$ cat config.mk
export PLATFORM = sky130hd
export DESIGN_NAME = uart_rx_ctrl
export DESIGN_NICKNAME = d
export VERILOG_FILES = /design/src/rtl/uart_rx_ctrl.sv
export SDC_FILE = /design/constraint.sdc
export NUM_CORES = 1
export LEC_CHECK = 0
export ABC_CLOCK_PERIOD_IN_PS = 3700
export CAP_MARGIN = 20
export CORE_UTILIZATION = 40
export CTS_BUF_LIST = sky130_fd_sc_hd__clkbuf_2
export CTS_CLUSTER_DIAMETER = 120
export CTS_CLUSTER_SIZE = 20
export DETAILED_ROUTE_END_ITERATION = 10
export PLACE_DENSITY = 0.69
export RECOVER_POWER = 50
export SETUP_SLACK_MARGIN = 0.2
export SLEW_MARGIN = 20
export SYNTH_ARGS = -nofsm -noshare
export SYNTH_HDL_FRONTEND = slang
export SYNTH_SLANG_ARGS = --single-unit
$ cat constraint.sdc
create_clock -name clk -period 3.7 [get_ports clk]
set_clock_uncertainty 0.05 [all_clocks]
set_input_delay 0.74 -clock clk [delete_from_list [all_inputs] [get_ports clk]]
set_output_delay 0.74 -clock clk [all_outputs]
set_load 0.01 [all_outputs]
$ cat src/rtl/uart_rx_ctrl.sv
// RX-path controller: sequences receiver bytes into the RX FIFO, turns APB RXDATA
// reads into timed FIFO pops, tracks occupancy and raises status/interrupt flags.
module uart_rx_ctrl #(
    parameter int DEPTH   = 8,
    parameter int TIMEOUT = 32
) (
    input  logic                       clk,
    input  logic                       rst,
    input  logic                       rx_valid,
    input  logic [7:0]                 rx_data,
    output logic                       fifo_push,
    output logic [7:0]                 fifo_wdata,
    output logic                       fifo_pop,
    input  logic [7:0]                 fifo_rdata,
    input  logic                       rd_req,
    output logic                       rd_done,
    output logic [7:0]                 rd_data,
    input  logic [3:0]                 thr,
    input  logic                       clr_status,
    output logic [$clog2(DEPTH):0]     level,
    output logic                       ovr,
    output logic                       udf,
    output logic                       irq_thr,
    output logic                       irq_tmo,
    output logic                       irq
);

    localparam int LW   = $clog2(DEPTH) + 1;
    localparam int CW   = $clog2(TIMEOUT + 1);
    localparam int CMPW = (LW > 4) ? LW : 4;

    typedef enum logic [2:0] {
        S_IDLE,
        S_POP,
        S_WAIT,
        S_DONE,
        S_EMPTY
    } state_t;

    state_t          state_reg;
    logic [LW-1:0]   level_reg, level_next;
    logic [CW-1:0]   count_reg, count_next;
    logic            fifo_push_reg;
    logic [7:0]      fifo_wdata_reg;
    logic            fifo_pop_reg;
    logic            rd_done_reg;
    logic [7:0]      rd_data_reg;
    logic            ovr_reg, ovr_next;
    logic            udf_reg, udf_next;
    logic            irq_thr_reg, irq_thr_next;
    logic            irq_tmo_reg, irq_tmo_next;
    logic            irq_reg;

    logic level_full, level_empty;
    logic accept, drop;
    logic rd_start, pop_start, empty_rd;

    always_comb begin
        level_full  = (level_reg == LW'(DEPTH));
        level_empty = (level_reg == '0);
        // Fullness is judged on the registered level, so a pop decided on the
        // same edge never makes room for the byte arriving with it.
        accept      = rx_valid && !level_full;
        drop        = rx_valid && level_full;
        rd_start    = (state_reg == S_IDLE) && rd_req;
        pop_start   = rd_start && !level_empty;
        empty_rd    = rd_start && level_empty;

        level_next = level_reg;
        if (accept && !pop_start) begin
            level_next = level_reg + LW'(1);
        end else if (!accept && pop_start) begin
            level_next = level_reg - LW'(1);
        end

        count_next = count_reg;
        if (accept || rd_done_reg || level_empty) begin
            count_next = '0;
        end else if (count_reg != CW'(TIMEOUT)) begin
            count_next = count_reg + CW'(1);
        end

        ovr_next     = drop || (ovr_reg && !clr_status);
        udf_next     = empty_rd || (udf_reg && !clr_status);
        irq_thr_next = (thr != 4'd0) && (CMPW'(level_next) >= CMPW'(thr));
        irq_tmo_next = (count_next == CW'(TIMEOUT)) && (level_next != '0);
    end

    // Occupancy, push strobe, flags and interrupts.
    always_ff @(posedge clk) begin
        if (rst) begin
            level_reg      <= '0;
            count_reg      <= '0;
            fifo_push_reg  <= 1'b0;
            fifo_wdata_reg <= 8'h00;
            ovr_reg        <= 1'b0;
            udf_reg        <= 1'b0;
            irq_thr_reg    <= 1'b0;
            irq_tmo_reg    <= 1'b0;
            irq_reg        <= 1'b0;
        end else begin
            level_reg     <= level_next;
            count_reg     <= count_next;
            fifo_push_reg <= accept;
            if (accept) begin
                fifo_wdata_reg <= rx_data;
            end
            ovr_reg     <= ovr_next;
            udf_reg     <= udf_next;
            irq_thr_reg <= irq_thr_next;
            irq_tmo_reg <= irq_tmo_next;
            irq_reg     <= irq_thr_next | irq_tmo_next | ovr_next | udf_next;
        end
    end

    // Read sequencer; strobes are raised on the edge entering their state.
    always_ff @(posedge clk) begin
        if (rst) begin
            state_reg    <= S_IDLE;
            fifo_pop_reg <= 1'b0;
            rd_done_reg  <= 1'b0;
            rd_data_reg  <= 8'h00;
        end else begin
            fifo_pop_reg <= 1'b0;
            rd_done_reg  <= 1'b0;
            case (state_reg)
                S_IDLE: begin
                    if (pop_start) begin
                        state_reg    <= S_POP;
                        fifo_pop_reg <= 1'b1;
                    end else if (empty_rd) begin
                        state_reg   <= S_EMPTY;
                        rd_done_reg <= 1'b1;
                        rd_data_reg <= 8'h00;
                    end
                end
                S_POP: begin
                    state_reg <= S_WAIT;
                end
                S_WAIT: begin
                    // FIFO read data is registered, so it is valid only now.
                    rd_data_reg <= fifo_rdata;
                    rd_done_reg <= 1'b1;
                    state_reg   <= S_DONE;
                end
                S_DONE:  state_reg <= S_IDLE;
                S_EMPTY: state_reg <= S_IDLE;
                default: state_reg <= S_IDLE;
            endcase
        end
    end

    assign fifo_push  = fifo_push_reg;
    assign fifo_wdata = fifo_wdata_reg;
    assign fifo_pop   = fifo_pop_reg;
    assign rd_done    = rd_done_reg;
    assign rd_data    = rd_data_reg;
    assign level      = level_reg;
    assign ovr        = ovr_reg;
    assign udf        = udf_reg;
    assign irq_thr    = irq_thr_reg;
    assign irq_tmo    = irq_tmo_reg;
    assign irq        = irq_reg;

endmodule
-- After elaboration in Yosys (flattened, before gate mapping)
Cells that the tools add are included.
- add/sub/neg operators: 3
- $lt $le $gt $ge: 1
- equality and inequality tests: 8
- muxes and demuxes: 14
- bitwise gates (word level): 4
- reductions and logical operators: 27
- operators by type and width (kind ; count):
    8-bit two-way mux ; 2
    8-bit one-hot mux with 2 select lines ; 1
    6-bit two-way mux ; 2
    1-bit logical AND ; 11
    3-bit one-hot mux with 3 select lines ; 1
    4-bit two-way mux ; 2
    4-bit nonzero test ; 2
    6-bit by 1-bit adder with 6-bit output (second input constant) ; 1
    6-bit == test (second input constant) ; 1
    3-bit two-way mux ; 2
    6-bit != test (second input constant) ; 1
    1-bit zero test ; 5
    4-bit by 1-bit adder with 4-bit output (second input constant) ; 1
    4-bit == test (second input constant) ; 1
    4-bit >= comparator ; 1
    4-bit zero test ; 1
    1-bit logical OR ; 4
    2-bit != test (second input constant) ; 2
    4-bit by 1-bit subtractor with 4-bit output (second input constant) ; 1
    3-bit by 1-bit == test with 1-bit output (second input constant) ; 1
    3-bit by 2-bit == test with 1-bit output (second input constant) ; 1
    3-bit zero test ; 1
    1-bit two-way mux ; 3
    3-bit != test (second input constant) ; 1
    other kinds (6) ; 8
- register bits: 37
- input bits: 25
- output and inout port bits: 28
- word-level logic and storage cells: 70

-- Logic depth before layout (Yosys ltp)
- word-level depth: 12
- gate-level depth with buffers: 13
- gate-level depth less buffers: 13

-- Worst setup path after synthesis
Ideal clock, no wire load.
- path type: register to register
- start: reg level_reg[1], in the netlist level[1]
- end: reg irq_reg, in the netlist irq
- library setup time: 0.134 ns
- data arrival time: 2.949 ns
- data required time: 3.516 ns
- setup slack: 0.567 ns
- cell stages (with the launch flop): 14
- buffers on the path: 0
- period minus slack after synthesis: 3.133 ns
- path through: dfxtp_1 -> inv_1 -> ha_1 -> or3b_1 -> a211o_1 -> nand2_1 -> xnor2_1 -> ha_1 -> nand2b_1 -> a21o_1 -> a21o_1 -> a21oi_1 -> nor3_1 -> or4_1
- cells in the longest elaborated chain, start to end: 12
- elaborated cells between the ends (all ways): 29
- classes of those cells: add/sub (2); order compare (1); eq/ne (2); mux (3); bitwise (3); reduce/logical (18)
- ends and longest elaborated chain (item ; RTL line ; RTL):
    start: declaration ; 41 ; logic [LW-1:0] level_reg, level_next;
    start signal: assignment ; 102 ; level_reg <= level_next;
    4-bit == test ; 59 ; level_full = (level_reg == LW'(DEPTH));
    1-bit zero test ; 63 ; accept = rx_valid && !level_full;
    1-bit logical AND ; 63 ;
    1-bit zero test ; 72 ; end else if (!accept && pop_start) begin
    1-bit logical AND ; 72 ;
    4-bit two-way mux ; 72 ;
    4-bit two-way mux ; 70 ; if (accept && !pop_start) begin
    4-bit >= comparator / 4-bit nonzero test (equally long branches) ; 85, 86 ;
    1-bit logical AND, on equally long branches ; 85, 86 ;
    1-bit OR (2 in series) ; 112 ; irq_reg <= irq_thr_next | irq_tmo_next | ovr_next | udf_next;
    1-bit OR * ; 112 ;
    end signal: assignment ; 112 ;
    end: declaration ; 52 ; logic irq_reg;
Mark *: on every way between the ends. The rest lies on a longest branch, timed or not.
A chain may end at the register's enable or synchronous reset.

-- Final worst setup path
Ends and elaborated chain as after synthesis.

==> results.yml <==
drt:
  dr.first_iter.drc_count: 80
  ant_nets: 0
  vias: 1484
  viasPerCell: 4.90
  drcViolationCount: 0
  wl_per_cell_um: 11.4
  routed_wl_um: 3470
  firstDrtPassIters: 5
global_routing:
  use_met2_pct: 26.4
  grt_max_degree: 19
  met3_usage_pct: 6.16
  grt_pass1_vias: 1329
  grt.overflow.total: 0
  grt_pass1_wl_um: 5810
  antenna_found_initial: 0
  gr-usage-met1_pct: 22.8
  top_usage_layer: "met2"
  grt_usage_pct: 17.5
synth:
  syn-num-nets: 226
  synth_ff_type: "dfxtp_1"
  synth_warnings: 0
  synth_seq_area_share_pct: 44.2
  synth-edff-count: 0
  synth.distinct_cells: 39
  async_flop_share_pct: 0
  synth.avg_cell_area_um2: 8.69
  syn_area_um2: 1680
  synth_seq_cells: 37
  synthCells: 193
clock_tree:
  cts_tree: "built"
  cts_buffers: 5
  max-clock-path-buffers: 2
  clk_pin_slew_ns: 0.20
  insertion_delay_ns: 0.39
  cts_hold_buffers: 0
  clockRootBuffer: "clkbuf_2"
  cts.sinks: 37
  ctsHtreeMaxLevel: 2
sta:
  fin_crit_sh_pct: 90.0
  rsz0062_at_grt: "false"
  tightestPinTransition_ns: 0.771
  slew-limit-headroom_pct: 48.6
  drv_slew: 0
  hold_ws_ns: 0.429
  finalHoldViolCount: 0
  tns_ns: 0
  period_minus_slack_ns: 3.33
  max_freq_mhz: 300
  setup_viol: 0
finish:
  diodes: 0
  fillers: 399
  areaGrowthSynthToFinish_pct: 38.2
  final_nets: 285
  multi_input_area_um2: 875
  final-seq-area_um2: 742
  drive_gt1_share_pct: 6.72
power_and_ir_drop:
  p_switching_uw: 594
  swShare_pct: 39.0
  powerDensity_nw_per_um2: 658
  ir_drop_uv: 418
  p_leak_nw: 0.938
  power.share.combinational_pct: 51.0
  power_frac_clock_pct: 11.8
  p_seq_share_pct: 37.2
  intPower_uw: 930
min_path:
  hold_class: "reg2reg"
setup_path:
  critPathRequiredTime_ns: 3.94
  worstPathMaxFanout: 7
  path_class: "reg2reg"
  end_kind: "flop"
  cp-start-kind: "flop"
  critical_path_arrival_ns: 3.57
floorplanning:
  dieArea_um2: 4450
  std_cell_rows: 23
  core_um2: 4000
  start_util_pct: 41.9
  die_h_um: 66.7
  ios: 53
  die_w_um: 66.7
placed_design:
  hpwl_um: 2540
  io_buffers: 52
  place_congestion: 0.874
run_status:
  outcome: "finished clean"
job:
  drv_cap: 0
[metal layers]
layer	routed length, µm	up-vias
met5	0	-
met4	51	0
met3	181	5
met2	1490	39
met1	1740	654
li1	-	786
[worst paths after layout]
kind                    from         end  slack [ns]  depth (start not counted)
hold reg to reg   rd_data[1]  rd_data[1]        0.43                          2
hold / removal    rd_data[1]  rd_data[1]        0.43                          2
setup / recovery    level[1]         irq        0.37                         13
setup reg to reg    level[1]         irq        0.37                         13
[power by group through the flow]
stage                     Sequential [mW]  Clock [mW]  Combinational (mW)
final                               0.567       0.180               0.777
after global routing                0.581       0.206               0.875
after CTS                           0.566       0.190               0.778
after detailed placement            0.575           0               0.775
after global placement              0.577           0               0.769
after floorplan                     0.595           0               0.468
[metrics by stage]
stage	setup slack [ns]	cells	cell area, µm²	power [mW]	utilization (%)
6_report	0.370	303	2320	1.52	57.9
5_1_grt	0.144	303	2320	1.66	57.9
4_1_cts	0.332	302	2320	1.53	57.9
3_5_place_dp	0.0727	294	2270	1.35	56.8
3_3_place_gp	0.128	294	2270	1.35	56.8
2_1_floorplan	0.567	193	1680	1.06	-
[synthesized netlist by cell type, types with 2 or more instances]
master,instances,area (µm²)
dfxtp_1,37,741
nor2_1,26,97.6
nand2_1,19,71.3
a21oi_1,18,90.1
nand3_1,12,60.1
inv_1,10,37.5
mux2i_1,9,90.1
ha_1,8,100
nor3_1,5,25.0
nand2b_1,4,25.0
xnor2_1,4,35.0
a21o_1,3,22.5
clkbuf_1,3,11.3
nand4_1,3,18.8
o21ai_0,3,15.0
xor2_1,3,26.3
a211o_1,2,17.5
and2_1,2,12.5
buf_1,2,7.51
[what timing repair did]
item                       4_1_cts  5_1_grt
buffers inserted                 0        1
setup endpoints to repair        0        1
gates resized for setup          0        3
[cells by family after synthesis]
kind of cell,after synthesis,share of synthesized area (%)
compound gates,35,13.4
xor+xnor,7,3.66
fa+ha+maj,8,5.97
buf+inv,16,3.66
flops,37,44.2
mux,9,5.37
simple gates,81,23.8
[final cells by class]
class,count,share of cell area (%)
clock inverters,3,0.756
well taps,50,2.70
clock buffers,5,1.08
flip-flops and latches,37,32.0
inverters,10,1.62
repair buffers,58,24.1
multi-input cells,140,37.7
[critical path, stage by stage, from the launching register on]
cell and delay [ns]:
dfxtp_1 0.40, inv_1 0.12, ha_1 0.25, or3b_1 0.41, a211o_1 0.33, nand2_1 0.10, xnor2_1 0.14, ha_1 0.26
nand2b_1 0.14, a21o_1 0.17, a21o_1 0.17, a21oi_1 0.14, nor3_1 0.07, or4_1 0.48
[placed cells by master (no fill, tap or decap), types with 2 or more instances in the layout]
master / instances
clkdlybuf4s50_1: 51
dfxtp_1: 36
nor2_1: 26
nand2_1: 19
a21oi_1: 18
nand3_1: 12
inv_1: 10
mux2i_1: 9
ha_1: 8
nor3_1: 5
clkbuf_2: 5
xnor2_1: 4
nand2b_1: 4
buf_4: 4
a21o_1: 3
nand4_1: 3
o21ai_0: 3
xor2_1: 3
a211o_1: 2
and2_1: 2
clkinv_2: 2
clkbuf_1: 2
No activity file was read; power rests on OpenSTA's default activity.
